[src/rtl/multicycle_control_pkg.sv]
// Shared core constants: opcode map (Instruction[6:2]), FSM state encoding,
// PCSel/WBSel/ALUOp encodings, and the packed control-strobe bundle.
// Used by the multicycle controller, the immediate generator and the datapath muxes.
package multicycle_control_pkg;

  // Instruction[6:2] values understood by the core.
  localparam logic [4:0] OPC_LOAD   = 5'd0;
  localparam logic [4:0] OPC_FENCE  = 5'd3;
  localparam logic [4:0] OPC_OP_IMM = 5'd4;
  localparam logic [4:0] OPC_AUIPC  = 5'd5;
  localparam logic [4:0] OPC_STORE  = 5'd8;
  localparam logic [4:0] OPC_OP     = 5'd12;
  localparam logic [4:0] OPC_LUI    = 5'd13;
  localparam logic [4:0] OPC_BRANCH = 5'd24;
  localparam logic [4:0] OPC_JALR   = 5'd25;
  localparam logic [4:0] OPC_JAL    = 5'd27;
  localparam logic [4:0] OPC_SYSTEM = 5'd28;

  // Controller states.
  typedef enum logic [2:0] {
    ST_FETCH  = 3'd0,
    ST_DECODE = 3'd1,
    ST_EXEC   = 3'd2,
    ST_MEM    = 3'd3,
    ST_WB     = 3'd4,
    ST_TRAP   = 3'd5
  } state_e;

  // Next-PC source select.
  localparam logic [1:0] PCSEL_PLUS4 = 2'd0;  // PC + 4
  localparam logic [1:0] PCSEL_IMM   = 2'd1;  // PC + Imm (branch / JAL)
  localparam logic [1:0] PCSEL_ALU   = 2'd2;  // ALU result, bit0 cleared (JALR)

  // Register write-back source select.
  localparam logic [1:0] WBSEL_ALU   = 2'd0;
  localparam logic [1:0] WBSEL_LOAD  = 2'd1;
  localparam logic [1:0] WBSEL_PC4   = 2'd2;
  localparam logic [1:0] WBSEL_IMM   = 2'd3;

  // ALU operation class.
  localparam logic [1:0] ALUOP_ADD   = 2'd0;
  localparam logic [1:0] ALUOP_CMP   = 2'd1;
  localparam logic [1:0] ALUOP_FUNCT = 2'd2;

  // ALU operand selects.
  localparam logic ALUA_RS1 = 1'b0;
  localparam logic ALUA_PC  = 1'b1;
  localparam logic ALUB_RS2 = 1'b0;
  localparam logic ALUB_IMM = 1'b1;

  // All datapath/memory control strobes in one bundle.
  typedef struct packed {
    logic       imem_req;
    logic       dmem_req;
    logic       dmem_we;
    logic       ir_write;
    logic       pc_write;
    logic [1:0] pc_sel;
    logic       reg_write;
    logic [1:0] wb_sel;
    logic       alu_src_a;
    logic       alu_src_b;
    logic [1:0] alu_op;
  } ctrl_t;

  localparam ctrl_t CTRL_IDLE = '0;

  // Opcodes that the controller executes; everything else (SYSTEM included) traps.
  function automatic logic opc_supported(input logic [4:0] opc);
    logic ok;
    case (opc)
      OPC_LOAD, OPC_FENCE, OPC_OP_IMM, OPC_AUIPC, OPC_STORE,
      OPC_OP, OPC_LUI, OPC_BRANCH, OPC_JALR, OPC_JAL: ok = 1'b1;
      default:                                        ok = 1'b0;
    endcase
    return ok;
  endfunction

  // Where an instruction goes after EXEC.
  function automatic state_e exec_next(input logic [4:0] opc);
    state_e nxt;
    case (opc)
      OPC_LOAD, OPC_STORE:   nxt = ST_MEM;
      OPC_BRANCH, OPC_FENCE: nxt = ST_FETCH;
      default:               nxt = ST_WB;
    endcase
    return nxt;
  endfunction

  // Write-back data source for instructions that finish in WB.
  function automatic logic [1:0] wb_sel_for(input logic [4:0] opc);
    logic [1:0] sel;
    case (opc)
      OPC_LOAD:          sel = WBSEL_LOAD;
      OPC_JAL, OPC_JALR: sel = WBSEL_PC4;
      OPC_LUI:           sel = WBSEL_IMM;
      default:           sel = WBSEL_ALU;
    endcase
    return sel;
  endfunction

  // Next-PC source for instructions that finish in WB.
  function automatic logic [1:0] wb_pc_sel_for(input logic [4:0] opc);
    logic [1:0] sel;
    case (opc)
      OPC_JAL:  sel = PCSEL_IMM;
      OPC_JALR: sel = PCSEL_ALU;
      default:  sel = PCSEL_PLUS4;
    endcase
    return sel;
  endfunction

endpackage

[src/rtl/multicycle_control.sv]
// Multicycle RV32 controller: FETCH/DECODE/EXEC/MEM/WB FSM with sticky TRAP and retire counter.
// Latency (zero-wait): BRANCH/FENCE 3 cycles; OP/OP-IMM/LUI/AUIPC/JAL/JALR/STORE 4; LOAD 5.
// Backpressure: FETCH holds IMemReq until IMemReady, MEM holds DMemReq until DMemReady.
// Ports: clk/rst (sync, active-high); Opcode = IR[6:2] (live, stable after FETCH);
//        BranchTaken, IMemReady, DMemReady in; memory requests, datapath strobes/selects,
//        sticky Trap and 32-bit RetireCount out.
module multicycle_control
  import multicycle_control_pkg::*;
(
  input  logic        clk,
  input  logic        rst,
  input  logic [4:0]  Opcode,
  input  logic        BranchTaken,
  input  logic        IMemReady,
  input  logic        DMemReady,
  output logic        IMemReq,
  output logic        DMemReq,
  output logic        DMemWe,
  output logic        IRWrite,
  output logic        PCWrite,
  output logic [1:0]  PCSel,
  output logic        RegWrite,
  output logic [1:0]  WBSel,
  output logic        ALUSrcA,
  output logic        ALUSrcB,
  output logic [1:0]  ALUOp,
  output logic        Trap,
  output logic [31:0] RetireCount
);

  state_e      state_q, state_d;
  logic [31:0] cnt_q, cnt_d;
  ctrl_t       ctrl;
  logic        trap;

  // State register and retire counter.
  always_ff @(posedge clk) begin
    if (rst) begin
      state_q <= ST_FETCH;
      cnt_q   <= '0;
    end else begin
      state_q <= state_d;
      cnt_q   <= cnt_d;
    end
  end

  // Next-state logic.
  always_comb begin
    state_d = state_q;
    case (state_q)
      ST_FETCH:  if (IMemReady) state_d = ST_DECODE;
      ST_DECODE: state_d = opc_supported(Opcode) ? ST_EXEC : ST_TRAP;
      ST_EXEC:   state_d = exec_next(Opcode);
      ST_MEM: begin
        if (DMemReady) state_d = (Opcode == OPC_STORE) ? ST_FETCH : ST_WB;
      end
      ST_WB:     state_d = ST_FETCH;
      ST_TRAP:   state_d = ST_TRAP;
      default:   state_d = ST_FETCH;
    endcase
  end

  // Output decode.
  always_comb begin
    ctrl = CTRL_IDLE;
    trap = 1'b0;
    case (state_q)
      ST_FETCH: begin
        ctrl.imem_req = 1'b1;
        ctrl.ir_write = IMemReady;
      end

      ST_EXEC: begin
        case (Opcode)
          OPC_LOAD, OPC_STORE, OPC_JALR: begin
            ctrl.alu_src_a = ALUA_RS1;
            ctrl.alu_src_b = ALUB_IMM;
            ctrl.alu_op    = ALUOP_ADD;
          end
          OPC_AUIPC: begin
            ctrl.alu_src_a = ALUA_PC;
            ctrl.alu_src_b = ALUB_IMM;
            ctrl.alu_op    = ALUOP_ADD;
          end
          OPC_OP_IMM: begin
            ctrl.alu_src_a = ALUA_RS1;
            ctrl.alu_src_b = ALUB_IMM;
            ctrl.alu_op    = ALUOP_FUNCT;
          end
          OPC_OP: begin
            ctrl.alu_src_a = ALUA_RS1;
            ctrl.alu_src_b = ALUB_RS2;
            ctrl.alu_op    = ALUOP_FUNCT;
          end
          OPC_BRANCH: begin
            // Branch retires here: the compare result picks the next PC.
            ctrl.alu_src_a = ALUA_RS1;
            ctrl.alu_src_b = ALUB_RS2;
            ctrl.alu_op    = ALUOP_CMP;
            ctrl.pc_write  = 1'b1;
            ctrl.pc_sel    = BranchTaken ? PCSEL_IMM : PCSEL_PLUS4;
          end
          OPC_FENCE: begin
            ctrl.pc_write = 1'b1;
            ctrl.pc_sel   = PCSEL_PLUS4;
          end
          default: ;
        endcase
      end

      ST_MEM: begin
        ctrl.dmem_req = 1'b1;
        ctrl.dmem_we  = (Opcode == OPC_STORE);
        // A store retires on its memory completion; a load continues to WB.
        if (DMemReady && (Opcode == OPC_STORE)) begin
          ctrl.pc_write = 1'b1;
          ctrl.pc_sel   = PCSEL_PLUS4;
        end
      end

      ST_WB: begin
        ctrl.reg_write = 1'b1;
        ctrl.pc_write  = 1'b1;
        ctrl.wb_sel    = wb_sel_for(Opcode);
        ctrl.pc_sel    = wb_pc_sel_for(Opcode);
      end

      ST_TRAP: trap = 1'b1;

      default: ;
    endcase

    // While reset is asserted no access is issued and nothing retires, so an
    // in-flight fetch or memory access is abandoned cleanly. Trap keeps
    // reflecting the state until the reset edge clears it.
    if (rst) ctrl = CTRL_IDLE;
  end

  // Count one retirement per PCWrite pulse; wraps naturally at 2^32.
  always_comb begin
    cnt_d = cnt_q;
    if (ctrl.pc_write) cnt_d = cnt_q + 32'd1;
  end

  assign IMemReq     = ctrl.imem_req;
  assign DMemReq     = ctrl.dmem_req;
  assign DMemWe      = ctrl.dmem_we;
  assign IRWrite     = ctrl.ir_write;
  assign PCWrite     = ctrl.pc_write;
  assign PCSel       = ctrl.pc_sel;
  assign RegWrite    = ctrl.reg_write;
  assign WBSel       = ctrl.wb_sel;
  assign ALUSrcA     = ctrl.alu_src_a;
  assign ALUSrcB     = ctrl.alu_src_b;
  assign ALUOp       = ctrl.alu_op;
  assign Trap        = trap;
  assign RetireCount = cnt_q;

endmodule

[config.mk]
export PLATFORM = sky130hd
export DESIGN_NAME = multicycle_control
export DESIGN_NICKNAME = d
export VERILOG_FILES = /design/src/rtl/multicycle_control_pkg.sv /design/src/rtl/multicycle_control.sv
export SDC_FILE = /design/constraint.sdc
export NUM_CORES = 1
export LEC_CHECK = 0
export ABC_AREA = 1
export CAP_MARGIN = 15
export CORE_MARGIN = 5
export CORE_UTILIZATION = 42
export CTS_CLUSTER_SIZE = 8
export DETAILED_ROUTE_END_ITERATION = 10
export PLACE_DENSITY = 0.68
export SLEW_MARGIN = 40
export SYNTH_ARGS = -nofsm -noshare
export SYNTH_HDL_FRONTEND = slang
export SYNTH_SLANG_ARGS = --single-unit
[constraint.sdc]
create_clock -name clk -period 2.7 [get_ports clk]
set_input_delay 0.54 -clock clk [delete_from_list [all_inputs] [get_ports clk]]
set_output_delay 0.54 -clock clk [all_outputs]
set_load 0.1 [all_outputs]
* Word-level counts from Yosys, hierarchy flattened
Memories as Yosys holds them, arrays and structs flattened.
Cells that the tools add are included.
** Word-level totals
- Logic and storage cells :: 49
- Output and inout bits :: 47
- Memories :: 1
- Input port bits :: 10
- Register bits after elaboration :: 35
- Memory bits (read-only) :: 32
** Operators by class
- Reduce and logical (&&, ||, !) cells :: 8
- Eq/ne operators :: 16
- Add/subtract/negate cells :: 1
- Muxes and demuxes :: 21
** Memory list
- (no name shown) :: depth 32, width 1, read ports 1, clocked after memory_dff 0, wr ports 0, line multicycle_control_pkg.sv:71 : case (opc)
** Operators by type and width (count)
- 32-bit by 1-bit adder with 32-bit output, second input constant :: 1
- 4-bit case mux with 5 select lines :: 1
- 3-bit 2-to-1 mux :: 6
- 5-bit by 4-bit equality test with 1-bit output, second input constant :: 3
- 5-bit equality test, second input constant :: 3
- 3-bit case mux with 5 select lines :: 1
- 14-bit 2-to-1 mux :: 1
- 3-bit case mux with 2 select lines :: 2
- 5-bit by 3-bit equality test with 1-bit output, second input constant :: 2
- 3-bit case mux with 3 select lines :: 1
- 3-bit by 2-bit equality test with 1-bit output, second input constant :: 2
- 3-bit equality test, second input constant :: 2
- 2-bit case mux with 3 select lines :: 1
- 2-bit OR reduction :: 3
- 5-bit by 2-bit equality test with 1-bit output, second input constant :: 1
- 5-bit logical NOT :: 1
- 1-bit 2-to-1 mux :: 5
- 4-bit 2-to-1 mux :: 1
- 2-bit inequality test, second input constant :: 2
- 2-bit case mux with 2 select lines :: 1
- 3-bit by 1-bit equality test with 1-bit output, second input constant :: 1
- 3-bit logical NOT :: 1
- 3-bit OR reduction :: 1
- 2-bit 2-to-1 mux :: 1
- other kinds (2) :: 2

* Longest topological paths before layout
- Word-level depth :: 5
- Gate-level depth with buffers :: 13

* Worst setup path after synthesis
No wires, ideal clock.
- Path type :: in2out
- Start point :: input port Opcode[0]
- End point :: output port DMemWe
- Path buffers :: 0
- Stages :: 6
- Path slack :: -1.681 ns
- Data arrival time :: 3.841 ns
- Cells stage by stage :: inv_1 -> ha_1 -> nand2_1 -> nor2_1 -> inv_1 -> nor4_1
** Between the ends
- Cells in the longest elaborated chain, start to end :: 3
** RTL lines
- start, declared :: line multicycle_control.sv:12 : input logic [4:0] Opcode,
- 5-bit by 4-bit equality test with 1-bit output :: line multicycle_control.sv:113 : ctrl.dmem_we = (Opcode == OPC_STORE);
- 2-bit 2-to-1 mux :: line multicycle_control.sv:67 : case (state_q)
- 14-bit 2-to-1 mux :: line multicycle_control.sv:136 : if (rst) ctrl = CTRL_IDLE;
- end, declared :: line multicycle_control.sv:18 : output logic DMemWe,
No other way between the ends.

* Final worst setup path
- Start point :: input port rst
- End point :: output port ALUSrcA
** Between the ends
- Cells in the longest elaborated chain, start to end :: 1
** RTL lines
- start, declared :: line multicycle_control.sv:11 : input logic rst,
- 14-bit 2-to-1 mux :: line multicycle_control.sv:136
- end, declared :: line multicycle_control.sv:24 : output logic ALUSrcA,
No other way between the ends.

==> flow_summary.toml <==
[floorplanning]
start_util = 0.432
io_pins = 57
die_width_um = 88.3
die_h_um = 88.3
row_count = 28
dieArea_um2 = 7790
coreArea_um2 = 5960

[worst_setup_path]
arrival_ns = 2.04
worstSetupEndpoint = "ALUSrcA"
crit_required_ns = 2.16
worst_r2r_endpoint = "RetireCount[16]$_SDFFE_PP0P_"
reg2regPathDepth = 8
rr_startpoint = "RetireCount[0]$_SDFFE_PP0P_"
reg2reg_slack_ns = 0.92
cp-start-kind = "input port"
path_class = "input port to primary output"
cp_max_fo = 6
startpoint = "rst"
cp-end-kind = "primary output"

[sta]
holdWs_ns = 0.512
relSlewSlack = 0.723
max_freq_mhz = 388
period_share = 0.956
finalWorstSetupSlack_ns = 0.120
rsz0062_at_grt = "false"
fin_worst_skew_ns = 0.0107
worst-slew-pin-transition_ns = 0.414
setup_viol = 0
slew_viol_final = 0
finalHoldViolCount = 0
finalCriticalPeriod_ns = 2.58

[cells_and_area]
nNetsFinal = 531
area_growth_pct = 33.7
fillers = 603
drive_gt1_frac = 0.182
antenna_cells = 0
final_cells = 591

[power]
peakVddDrop_mv = 0.328
p_total_mw = 1.38
p_leak_nw = 1.39
cellPowerDensity_nw_per_um2 = 401

[drt]
wl_mm = 7.44
first_pass_iters = 5
vias = 2909
wl_per_cell_um = 12.6
detail-route-antenna-nets = 0
drc = 0
viasPerCell = 4.92
initialDrtViolationCount = 154

[global_routing]
grt_pass1_vias = 2741
grt_start_max_net_pins = 30
antenna_found_initial = 0
grt_pass1_wl_mm = 12.9
grt_usage = 0.206
gr-total-overflow = 0

[synth]
syn-mean-instance-area_um2 = 5.67
synth_top_area_frac = 0.272
ys_top_cells_by_area = "dfxtp_1, nand2_1, nor2_1, inv_1, a21oi_1"
syn_inst = 454
netlist_area_um2 = 2570
ys_seq_area_frac = 0.272
yosys_warnings = 0
synth_top_area_cell = "dfxtp_1"
ys_ff_latch = 35
synth.distinct_cells = 33
synthesis.nets = 469

[cts]
clock_sinks = 35
clk_pin_slew_ns = 0.07
numCtsBuffers = 5
clock_latency_ns = 0.29
cts_tree = "yes"
post_cts_buffers = 0
root_buffer = "clkbuf_8"
h-tree-depth = 2
cts_max_path_buffers = 2

[placed_design]
gp_congestion = 0.981
port_buffers = 56
hpwlAfterDp_mm = 5.90
dp_cells = 584
place_ws_ns = -0.00643

[min_path]
hold_path.class = "flip-flop to flip-flop"

[job]
maxCapViolations = 0

[outcome]
status = "finished, final reports clean"
==> cell usage after synthesis, drive strengths merged <==
cell type	instances
clkbuf	4
a211oi	1
nand4	1
o21a	1
nor4	1
or2	1
xnor2	5
o22ai	1
nand3b	1
nor3b	1
inv	51
a21oi	32
nor2	77
a21boi	1
o31ai	1
a32oi	1
nor3	5
dfxtp	35
o21ai	3
xor2	7
nand3	29
ha	5
clkinv	1
nand2	181
buf	8
==> worst min path at each step <==
stage | startpoint | endpoint | slack, ns | cells past startpoint
finish | RetireCount[31]$_SDFFE_PP0P_ | RetireCount[31]$_SDFFE_PP0P_ | 0.51 | 2
global route | RetireCount[31]$_SDFFE_PP0P_ | RetireCount[31]$_SDFFE_PP0P_ | 0.53 | 2
CTS | state_q[0]$_SDFFE_PP0P_ | state_q[0]$_SDFFE_PP0P_ | 0.51 | 2
detailed placement | state_q[0]$_SDFFE_PP0P_ | state_q[0]$_SDFFE_PP0P_ | 0.50 | 2
global placement | RetireCount[31]$_SDFFE_PP0P_ | RetireCount[31]$_SDFFE_PP0P_ | 0.48 | 2
floorplan | state_q[0]$_SDFFE_PP0P_ | state_q[0]$_SDFFE_PP0P_ | 0.47 | 2
==> what timing repair did <==
item                       CTS  global route
hold buffers                 0             0
pin swaps                    0             1
setup endpoints to repair    2             2
resized for setup            2             5
cloned                       0             0
==> cells in the final DEF (no fill, tap or decap), types with 2 or more instances in the layout <==
cell,synthesis,routed
xor2_1,7,7
o21ai_0,3,3
inv_2,1,2
nor3_4,0,2
xnor2_1,5,5
buf_4,2,44
ha_1,5,4
clkbuf_8,0,6
inv_1,50,49
nand2_1,177,177
nor3_2,0,2
nor2_1,72,65
nand3_1,28,28
clkdlybuf4s50_1,0,7
nor2_2,4,11
dfxtp_1,35,35
buf_12,0,14
a21oi_1,32,31
nand2_2,4,4
==> flip-flops by register name, summed over array words and instances, names as in the netlist <==
name,cells
state_q,3
RetireCount,32
==> through the flow <==
step | TNS, ns | util | area, µm²
2_1_floorplan | -1.80 | - | 2630
3_3_place_gp | 0 | 0.561 | 3340
3_5_place_dp | -0.0113 | 0.561 | 3340
4_1_cts | 0 | 0.576 | 3430
5_1_grt | 0 | 0.578 | 3440
6_report | 0 | 0.578 | 3440
==> cell families (layout without fill, tap and decap cells) <==
group                    Yosys count  after routing  share of synthesized area
flip-flops                        35             35                      0.272
AO/OA/AOI/OAI                     41             41                     0.0856
buffers and inverters             64            126                      0.109
AND/OR/NAND/NOR                  297            297                      0.468
adder cells (fa/ha/maj)            5              5                     0.0243
XOR/XNOR                          12             12                     0.0408
==> critical path: stages <==
cell	delay, ns
clkdlybuf4s50_1	0.54
inv_1	0.13
nand3_1	0.30
nor3_4	0.32
buf_12	0.21
==> where the power goes <==
part / total (mW) / leakage (nW) / internal (mW) / switching (mW)
clock: 0.383 / 0.0470 / 0.200 / 0.183
combinational: 0.441 / 1.06 / 0.134 / 0.306
sequential: 0.558 / 0.282 / 0.532 / 0.0262
total: 1.38 / 1.39 / 0.866 / 0.515
==> area by class of cell <==
type / instances / area (µm²) / share of cell area
clock inverters: 1 / 5.00 / 0.00145
well taps: 75 / 93.8 / 0.0273
repair buffers: 67 / 702 / 0.204
flip-flops and latches: 35 / 701 / 0.204
multi-input cells: 355 / 1660 / 0.482
clock buffers: 6 / 82.6 / 0.0240
inverters: 52 / 198 / 0.0574
==> routing by layer <==
| layer | part of all wire | GRT usage | vias up | routed length, µm |
|---|---|---|---|---|
| li1 | - | - | 1526 | - |
| met4 | 0.015 | 0.0508 | 0 | 108 |
| met1 | 0.49 | 0.297 | 1295 | 3680 |
| met3 | 0.055 | 0.0354 | 8 | 406 |
| met5 | 0 | 0 | - | 0 |
| met2 | 0.44 | 0.321 | 80 | 3250 |
(Power assumes the default switching activity.)
